### config.mk
export PLATFORM = sky130hd
export DESIGN_NAME = slot_alloc
export DESIGN_NICKNAME = d
export VERILOG_FILES = /design/src/rtl/slot_alloc.sv
export SDC_FILE = /design/constraint.sdc
export NUM_CORES = 1
export LEC_CHECK = 0
export BUFFER_PORTS_ARGS = -buffer_cell sky130_fd_sc_hd__buf_4
export CORE_AREA = 3 3 88 90
export CTS_CLUSTER_SIZE = 28
export DETAILED_ROUTE_END_ITERATION = 16
export DIE_AREA = 0 0 91 93
export GPL_TIMING_DRIVEN = 0
export HOLD_SLACK_MARGIN = 0.15
export PLACE_DENSITY = 0.72
export SYNTH_ARGS = -nofsm -noshare
export SYNTH_HDL_FRONTEND = slang
export SYNTH_SLANG_ARGS = --single-unit
export TNS_END_PERCENT = 30
### constraint.sdc
create_clock -name clk -period 13 [get_ports clk]
set_input_delay 0.65 -clock clk [delete_from_list [all_inputs] [get_ports clk]]
set_output_delay 0.65 -clock clk [all_outputs]
set_load 0.005 [all_outputs]
### src/rtl/slot_alloc.sv
// slot_alloc: busy-bitmap slot pool granting the lowest free index each cycle,
// accepting multi-slot releases, and registering the free count and pool flags.

module cnt_bits #(
   parameter int   W   = 16,
   parameter int   CW  = 5,
   parameter logic ACT = 1'b1
) (
   input  logic [W-1:0]  i_vec,
   output logic [CW-1:0] o_cnt
);

   always_comb begin
      o_cnt = '0;
      for (int i = 0; i < W; i++) begin
         if (i_vec[i] == ACT) o_cnt = o_cnt + CW'(1);
      end
   end

endmodule

module slot_alloc #(
   parameter int DEPTH  = 16,
   parameter int THRESH = 2,
   parameter int IDW    = $clog2(DEPTH),
   parameter int CW     = $clog2(DEPTH) + 1
) (
   input  logic             clk,
   input  logic             reset_,
   input  logic             alloc_req,
   output logic             alloc_rdy,
   output logic [IDW-1:0]   alloc_id,
   input  logic             free_vld,
   input  logic [DEPTH-1:0] free_vec,
   output logic             free_err,
   output logic [DEPTH-1:0] busy_o,
   output logic [CW-1:0]    free_cnt,
   output logic             full_o,
   output logic             empty_o,
   output logic             low_o
);

   localparam logic [31:0] THRESH_U = 32'(THRESH);
   localparam logic        LOW_RST  = (DEPTH < THRESH) ? 1'b1 : 1'b0;

   logic [DEPTH-1:0] r_busy;
   logic [CW-1:0]    r_free_cnt;
   logic             r_full;
   logic             r_empty;
   logic             r_low;
   logic             r_free_err;

   logic [IDW-1:0]   w_alloc_id;
   logic             w_fire;
   logic [DEPTH-1:0] w_rel;
   logic [DEPTH-1:0] w_grant_oh;
   logic [DEPTH-1:0] w_busy_next;
   logic [DEPTH-1:0] w_free_next;
   logic [CW-1:0]    w_cnt_next;
   logic             w_err_next;
   logic             w_low_next;

   // Scan from the top down so the lowest free index is the last one written.
   always_comb begin
      w_alloc_id = '0;
      for (int i = DEPTH - 1; i >= 0; i--) begin
         if (!r_busy[i]) w_alloc_id = IDW'(i);
      end
   end

   assign alloc_rdy = ~r_full;
   assign alloc_id  = w_alloc_id;
   assign w_fire    = alloc_req & alloc_rdy;
   assign w_rel     = free_vld ? free_vec : '0;

   generate
      for (genvar gi = 0; gi < DEPTH; gi++) begin : g_grant
         assign w_grant_oh[gi] = w_fire && (w_alloc_id == IDW'(gi));
      end
   endgenerate

   // Grant is chosen from the pre-release bitmap, so a slot freed this cycle
   // only becomes grantable next cycle.
   assign w_busy_next = (r_busy & ~w_rel) | w_grant_oh;
   assign w_free_next = ~w_busy_next;
   assign w_err_next  = |(w_rel & ~r_busy);

   cnt_bits #(
      .W   (DEPTH),
      .CW  (CW),
      .ACT (1'b1)
   ) u_cnt_bits (
      .i_vec (w_free_next),
      .o_cnt (w_cnt_next)
   );

   assign w_low_next = (32'(w_cnt_next) < THRESH_U);

   always_ff @(posedge clk) begin
      if (!reset_) begin
         r_busy     <= '0;
         r_free_cnt <= CW'(DEPTH);
         r_full     <= 1'b0;
         r_empty    <= 1'b1;
         r_low      <= LOW_RST;
         r_free_err <= 1'b0;
      end else begin
         r_busy     <= w_busy_next;
         r_free_cnt <= w_cnt_next;
         r_full     <= (w_cnt_next == '0);
         r_empty    <= (w_cnt_next == CW'(DEPTH));
         r_low      <= w_low_next;
         r_free_err <= w_err_next;
      end
   end

   assign busy_o   = r_busy;
   assign free_cnt = r_free_cnt;
   assign full_o   = r_full;
   assign empty_o  = r_empty;
   assign low_o    = r_low;
   assign free_err = r_free_err;

endmodule

==> metrics.txt, run 1 <==
Buf+Inv Stages, Crit Path 3; Post-synth EDFFs 0; vias post-DR about 4.1k; final net count between 500 and 600; H-tree depth 1; worst stage delay on the critical path 0.63 ns; global-route wire length before repair 19350 um; Clock transition at path regs about 0.11 ns; leading area contributor after synthesis dfxtp_1; GRT Util Overall between 20% and 30%; # port buffers 49; die area roughly 8500 um^2; Unique masters post-synth 86; starting DRC count in detailed routing around 230; Cell Rows 31; vias per std cell 6.189; FFs w/ async S/R, synth 0%; Routed Antenna Nets 0; worst-path fanout max 9; Mapped Nets approximately 540; root cell of the clock tree clkbuf_8; Post-Syn Instances 503; Tightest Pin Transition ~0.9 ns; Core Box Area ~7100 um^2; vias in the first global route 3999; CTS tree built; Final period util 87.41%; Yosys warning count 0; Synth Flop Type dfxtp_1; Fill cells approximately 690; gpl congestion between 0.9 and 1; CP top delay family compound AO/OA/AOI/OAI gates; Die Wd around 91 um; layout cells sized above 1 between 10% and 20%; Setup crit end kind flip-flop; slowest stage cell on the critical path a21boi_0; GR Util met1 approximately 34%; fmax slightly below 90 MHz; CTS buffer count 3; clk_lat worst skew about 0.29 ns; syn avg cell area roughly 7.6 um^2; Final HPWL DP approximately 9400 um; post_cts resized 0; GRT met3 Usage 2.414%; max_slew headroom between 30% and 40%; DR pass1 iterations 7; DRT Wirelength approximately 12000 um; Final Setup Violations 0; initial antenna violation count 0; largest net degree at the start of global routing 17; leading post-synthesis cells by cell area dfxtp_1, nand2_1, xnor2_1; worst path required time approximately 13 ns; crit path launch type flip-flop; Hold Vio Cnt, Final 0; grt met2 use between 40% and 50%; GRT Max-Usage Layer met2; post-layout min period around 11 ns; Initial Util 53.33%; CP dominant cell by count ha_1; CP Class flip-flop to flip-flop; placed cell count ~650; Routed wire per std cell 17.83 um; Seq cells post-synth 25; sequential fraction of the synthesis area about an eighth; crit path DAT 11.57 ns; Area Growth Syn to Fin 14.23%; # Post-CTS Setup Buffers 0; Die Span Y slightly above 90 um; # DRC 0; RSZ-0062 raised after global routing no; max-slew violations 0; GRT overflow 0; # clock sinks 25; Fin Clk Skew about 0.018 ns; Synth top area share approximately an eighth; Max-Cap Viols 0; clock buffer depth 2; Hold-fix buffers, CTS 0; outcome completed; n_diodes 0; non-filler cells, final approximately 660; Synth Cell Area about 3800 um^2; I/O pin cnt 50; setup_tns 0 ns; Hold Crit Class input port to flip-flop
## placed cells by master, fill, tap and decap left out, types with 4 or more instances in the layout
master | Yosys | layout
buf_4 | 0 | 49
nand3_1 | 14 | 14
a31oi_1 | 7 | 7
xnor2_2 | 8 | 8
ha_1 | 16 | 16
o211ai_1 | 10 | 10
mux2i_1 | 5 | 5
nor3_1 | 14 | 14
a21oi_1 | 20 | 20
o211a_1 | 4 | 4
and2_1 | 11 | 11
nand4_1 | 8 | 8
nor4_1 | 5 | 5
a32oi_1 | 4 | 4
inv_1 | 26 | 26
a21o_1 | 4 | 4
and3_1 | 6 | 6
o22ai_1 | 5 | 5
o21a_1 | 7 | 7
nor2_1 | 51 | 51
dfxtp_1 | 25 | 25
clkbuf_1 | 9 | 9
buf_2 | 5 | 5
or3_1 | 5 | 5
o21ai_0 | 17 | 17
nand2_1 | 72 | 72
a22oi_1 | 7 | 7
nor2b_1 | 6 | 6
nand2b_1 | 5 | 5
xnor2_1 | 25 | 25
xor2_1 | 8 | 8
o31ai_1 | 7 | 7
## metal layers
layer	vias up	wire length, um
met5	-	0
met4	0	368
met3	27	487
met2	137	5707
met1	1921	5114
li1	1969	-
## registers in the layout, indices dropped and copies added (netlist names)
signal,cells
empty_o,1
busy_o,16
free_err,1
full_o,1
free_cnt,5
low_o,1
## synth_stat cells (8+ instances only)
master and instances:
o21ai_0 17, nand2_1 72, nand4_1 8, nor3_1 14, xnor2_2 8, xor2_1 8, clkbuf_1 9, xnor2_1 25
nand3_1 14, dfxtp_1 25, o211ai_1 10, a21oi_1 20, nor2_1 51, ha_1 16, inv_1 26, and2_1 11
## through the flow
stage | util [%] | hold WS, ns | instance area, um^2 | worst slack, ns
after floorplan | - | 0.6365 | 3806 | 3.237
after global placement | 60.22 | 0.6998 | 4298 | 1.967
after detailed placement | 60.22 | 0.7047 | 4298 | 1.808
after CTS | 60.92 | 0.5590 | 4348 | 1.783
after global routing | 60.92 | 0.5562 | 4348 | 0.7043
final | 60.92 | 0.5593 | 4348 | 1.636
## kinds of logic after synthesis
| logic type | after synthesis | share of synthesized area [%] |
|---|---|---|
| flops | 25 | 13.15 |
| xor+xnor | 51 | 16.90 |
| compound gates | 144 | 29.75 |
| mux | 6 | 1.611 |
| buf+inv | 46 | 5.325 |
| fa+ha+maj | 16 | 5.260 |
| simple gates | 215 | 28.01 |
## worst paths after layout
check        cells after the start                endpoint                   from  slack, ns
max                             48      empty_o$_SDFF_PN1_   busy_o[2]$_SDFF_PN0_       1.64
min                              2  free_cnt[4]$_SDFF_PN1_                 reset_       0.56
max reg2reg                     48      empty_o$_SDFF_PN1_   busy_o[2]$_SDFF_PN0_       1.64
min reg2reg                      3     free_err$_SDFF_PN0_  busy_o[12]$_SDFF_PN0_       0.71
## final cells by class
class,count,area [um^2],share of cell area [%]
Buffer,16,85.08,1.957
Inverter,30,117.6,2.705
Clock buffer,3,41.29,0.9496
Tap cell,99,123.9,2.849
Clock inverter,1,8.758,0.2014
Timing Repair Buffer,49,367.9,8.460
Sequential cell,25,500.5,11.51
Multi-Input combinational cell,432,3103,71.37
Power of run 1 is left out: the tool's default activity adds up to more than one toggle a clock period on the data nets, which glitch-free logic cannot reach.
==> run 2: changes to the inputs <==
--- a/config.mk
+++ b/config.mk
@@ -13,6 +13,7 @@
 export GPL_TIMING_DRIVEN = 0
 export HOLD_SLACK_MARGIN = 0.15
 export PLACE_DENSITY = 0.72
+export RECOVER_POWER = 100
 export SYNTH_ARGS = -nofsm -noshare
 export SYNTH_HDL_FRONTEND = slang
 export SYNTH_SLANG_ARGS = --single-unit
==> run 2 against run 1 <==
Via count about the same. Clock skew decreased by 0.0013 ns. Fmax decreased by 3.4%. Register-to-register slack got worse by 0.40 ns. Critical endpoint unchanged. Largest cell class unchanged. Highest routed layer unchanged.
==> metrics.txt, run 2 (synthesized netlist as in run 1, its figures left out) <==
gpl congestion 0.9711 (unchanged); Initial Util 53.33% (unchanged); outcome completed (unchanged); r2r endpoint empty_o$_SDFF_PN1_ (unchanged); Hold Crit Class input port to flip-flop (unchanged); CP Class flip-flop to flip-flop (unchanged); H-tree depth 1 (unchanged); post_cts resized 0 (unchanged); worst stage delay on the critical path 0.49 ns (was 0.63 ns); vias in the first global route 3999 (unchanged); CP top delay family compound AO/OA/AOI/OAI gates (unchanged); Routed wire per std cell 17.81 um (was 17.83 um); Die Span Y 93 um (unchanged); most frequent cells in the layout nand2_1, nor2_1, inv_1, clkbuf_4 (was nand2_1, nor2_1, buf_4, inv_1); clk_lat worst skew 0.29 ns (about the same); n_diodes 0 (unchanged); max reg flops 16 (unchanged); Cell Rows 31 (unchanged); Routed Antenna Nets 0 (unchanged); crit path DAT 11.97 ns (was 11.57 ns); Area after DPL 4298 um^2 (unchanged); Setup crit end kind flip-flop (unchanged); Hold Vio Cnt, Final 0 (unchanged); clock buffer depth 2 (unchanged); CTS tree built (unchanged); die area 8463 um^2 (unchanged); Crit. path cell count 52 (was 48); Final HPWL DP 9440 um (unchanged); placed cell count 651 (unchanged); post-route cell area 4318 um^2 (was 4348 um^2); CTS buffer count 3 (unchanged); worst-path fanout max 10 (was 9); # DRC 0 (unchanged); Clock transition at path regs 0.11 ns (about the same); worst hold stages 2 (unchanged); Fin Clk Skew 0.01656 ns (was 0.01787 ns); fmax 85.02 MHz (was 88.00 MHz); CP dominant cell by count ha_1 (unchanged); Fill cells 698 (was 692); # clock sinks 25 (unchanged); R2R depth 52 (was 48); I/O pin cnt 50 (unchanged); global-route wire length before repair 19350 um (unchanged); setup_tns 0 ns (unchanged); initial antenna violation count 0 (unchanged); DRT Wirelength 11670 um (was 11680 um); crit path from busy_o[8]$_SDFF_PN0_ (was busy_o[2]$_SDFF_PN0_); worst path required time 13.21 ns (about the same); worst setup path end empty_o$_SDFF_PN1_ (unchanged); Tightest Pin Transition 1.003 ns (was 0.9244 ns); Area Growth Syn to Fin 13.45% (was 14.23%); non-filler cells, final 655 (unchanged); vias post-DR 4058 (was 4054); GRT overflow 0 (unchanged); # port buffers 49 (unchanged); Max-Cap Viols 0 (unchanged); vias per std cell 6.195 (was 6.189); Core Box Area 7137 um^2 (unchanged); layout cells sized above 1 17.27% (was 18.71%); Hold-fix buffers, CTS 0 (unchanged); Die Wd 91 um (unchanged); Final Setup Violations 0 (unchanged); Buf+Inv Stages, Crit Path 8 (was 3); starting DRC count in detailed routing 257 (was 227); # Post-CTS Setup Buffers 0 (unchanged); root cell of the clock tree clkbuf_8 (unchanged); Final period util 90.47% (was 87.41%); largest net degree at the start of global routing 17 (unchanged); final net count 593 (unchanged); GRT Util Overall 27.65% (unchanged); reg-to-reg setup timing slack 1.24 ns (was 1.64 ns); post-layout min period 11.76 ns (was 11.36 ns); RSZ-0062 raised after global routing no (unchanged); commonest non-fill, non-tap cell in the layout nand2_1 (unchanged); crit path launch type flip-flop (unchanged); share of the core filled with cells 60.50% (was 60.92%); RR Startpoint busy_o[8]$_SDFF_PN0_ (was busy_o[2]$_SDFF_PN0_); DR pass1 iterations 5 (was 7); max_slew headroom 32.24% (was 37.72%); max-slew violations 0 (unchanged); slowest stage cell on the critical path clkbuf_1 (was a21boi_0)
run 2: changes by cell type in the layout (fill, tap and decap cells not counted), sizes merged:
cell / delta
buf: -32
clkbuf: +32
run 2: how the worst min path moves through the flow:
stage	from	end
2_1_floorplan	busy_o[1]$_SDFF_PN0_	busy_o[1]$_SDFF_PN0_
3_3_place_gp	busy_o[12]$_SDFF_PN0_	free_err$_SDFF_PN0_
3_5_place_dp	busy_o[12]$_SDFF_PN0_	free_err$_SDFF_PN0_
4_1_cts	reset_	free_cnt[4]$_SDFF_PN1_
5_1_grt	reset_	free_cnt[4]$_SDFF_PN1_
6_report	reset_	free_cnt[4]$_SDFF_PN1_
run 2: worst reg2reg max path, delay by kind of cell, from the launching register on:
family | cells | cell delay [ns]
buffers and inverters | 8 | 1.62
and+or+nand+nor | 13 | 2.15
AOI/OAI and AO/OA | 15 | 3.25
xor gates and xnor gates | 5 | 1.00
muxes | 2 | 0.44
DFF | 1 | 0.37
adders and majority gates | 9 | 2.83
run 2: per-layer routing:
metal,vias up,wire length (um),global-route usage (%)
met3,24,611,2.414
met4,0,344,11.43
li1,1972,-,-
met5,-,0,0
met2,149,5775,49.42
met1,1913,4936,34.12
run 2: final cells by class:
cell class	instances	area, um^2	share of cell area (%)
well taps	99	123.9	2.869
clock inverters	1	8.758	0.2028
inverters	30	117.6	2.724
repair buffers	49	364.1	8.432
multi-input cells	432	3088	71.52
plain buffers	16	73.82	1.710
clock buffers	3	41.29	0.9562
flip-flops and latches	25	500.5	11.59
run 2: metrics by stage:
stage          worst slack, ns  hold WS, ns
3_3_place_gp             1.967       0.6998
4_1_cts                  1.783       0.5590
3_5_place_dp             1.808       0.7047
6_report                 1.238       0.5605
5_1_grt                 0.3651       0.5562
2_1_floorplan            3.237       0.6365
Power of run 2 is left out for the same reason.
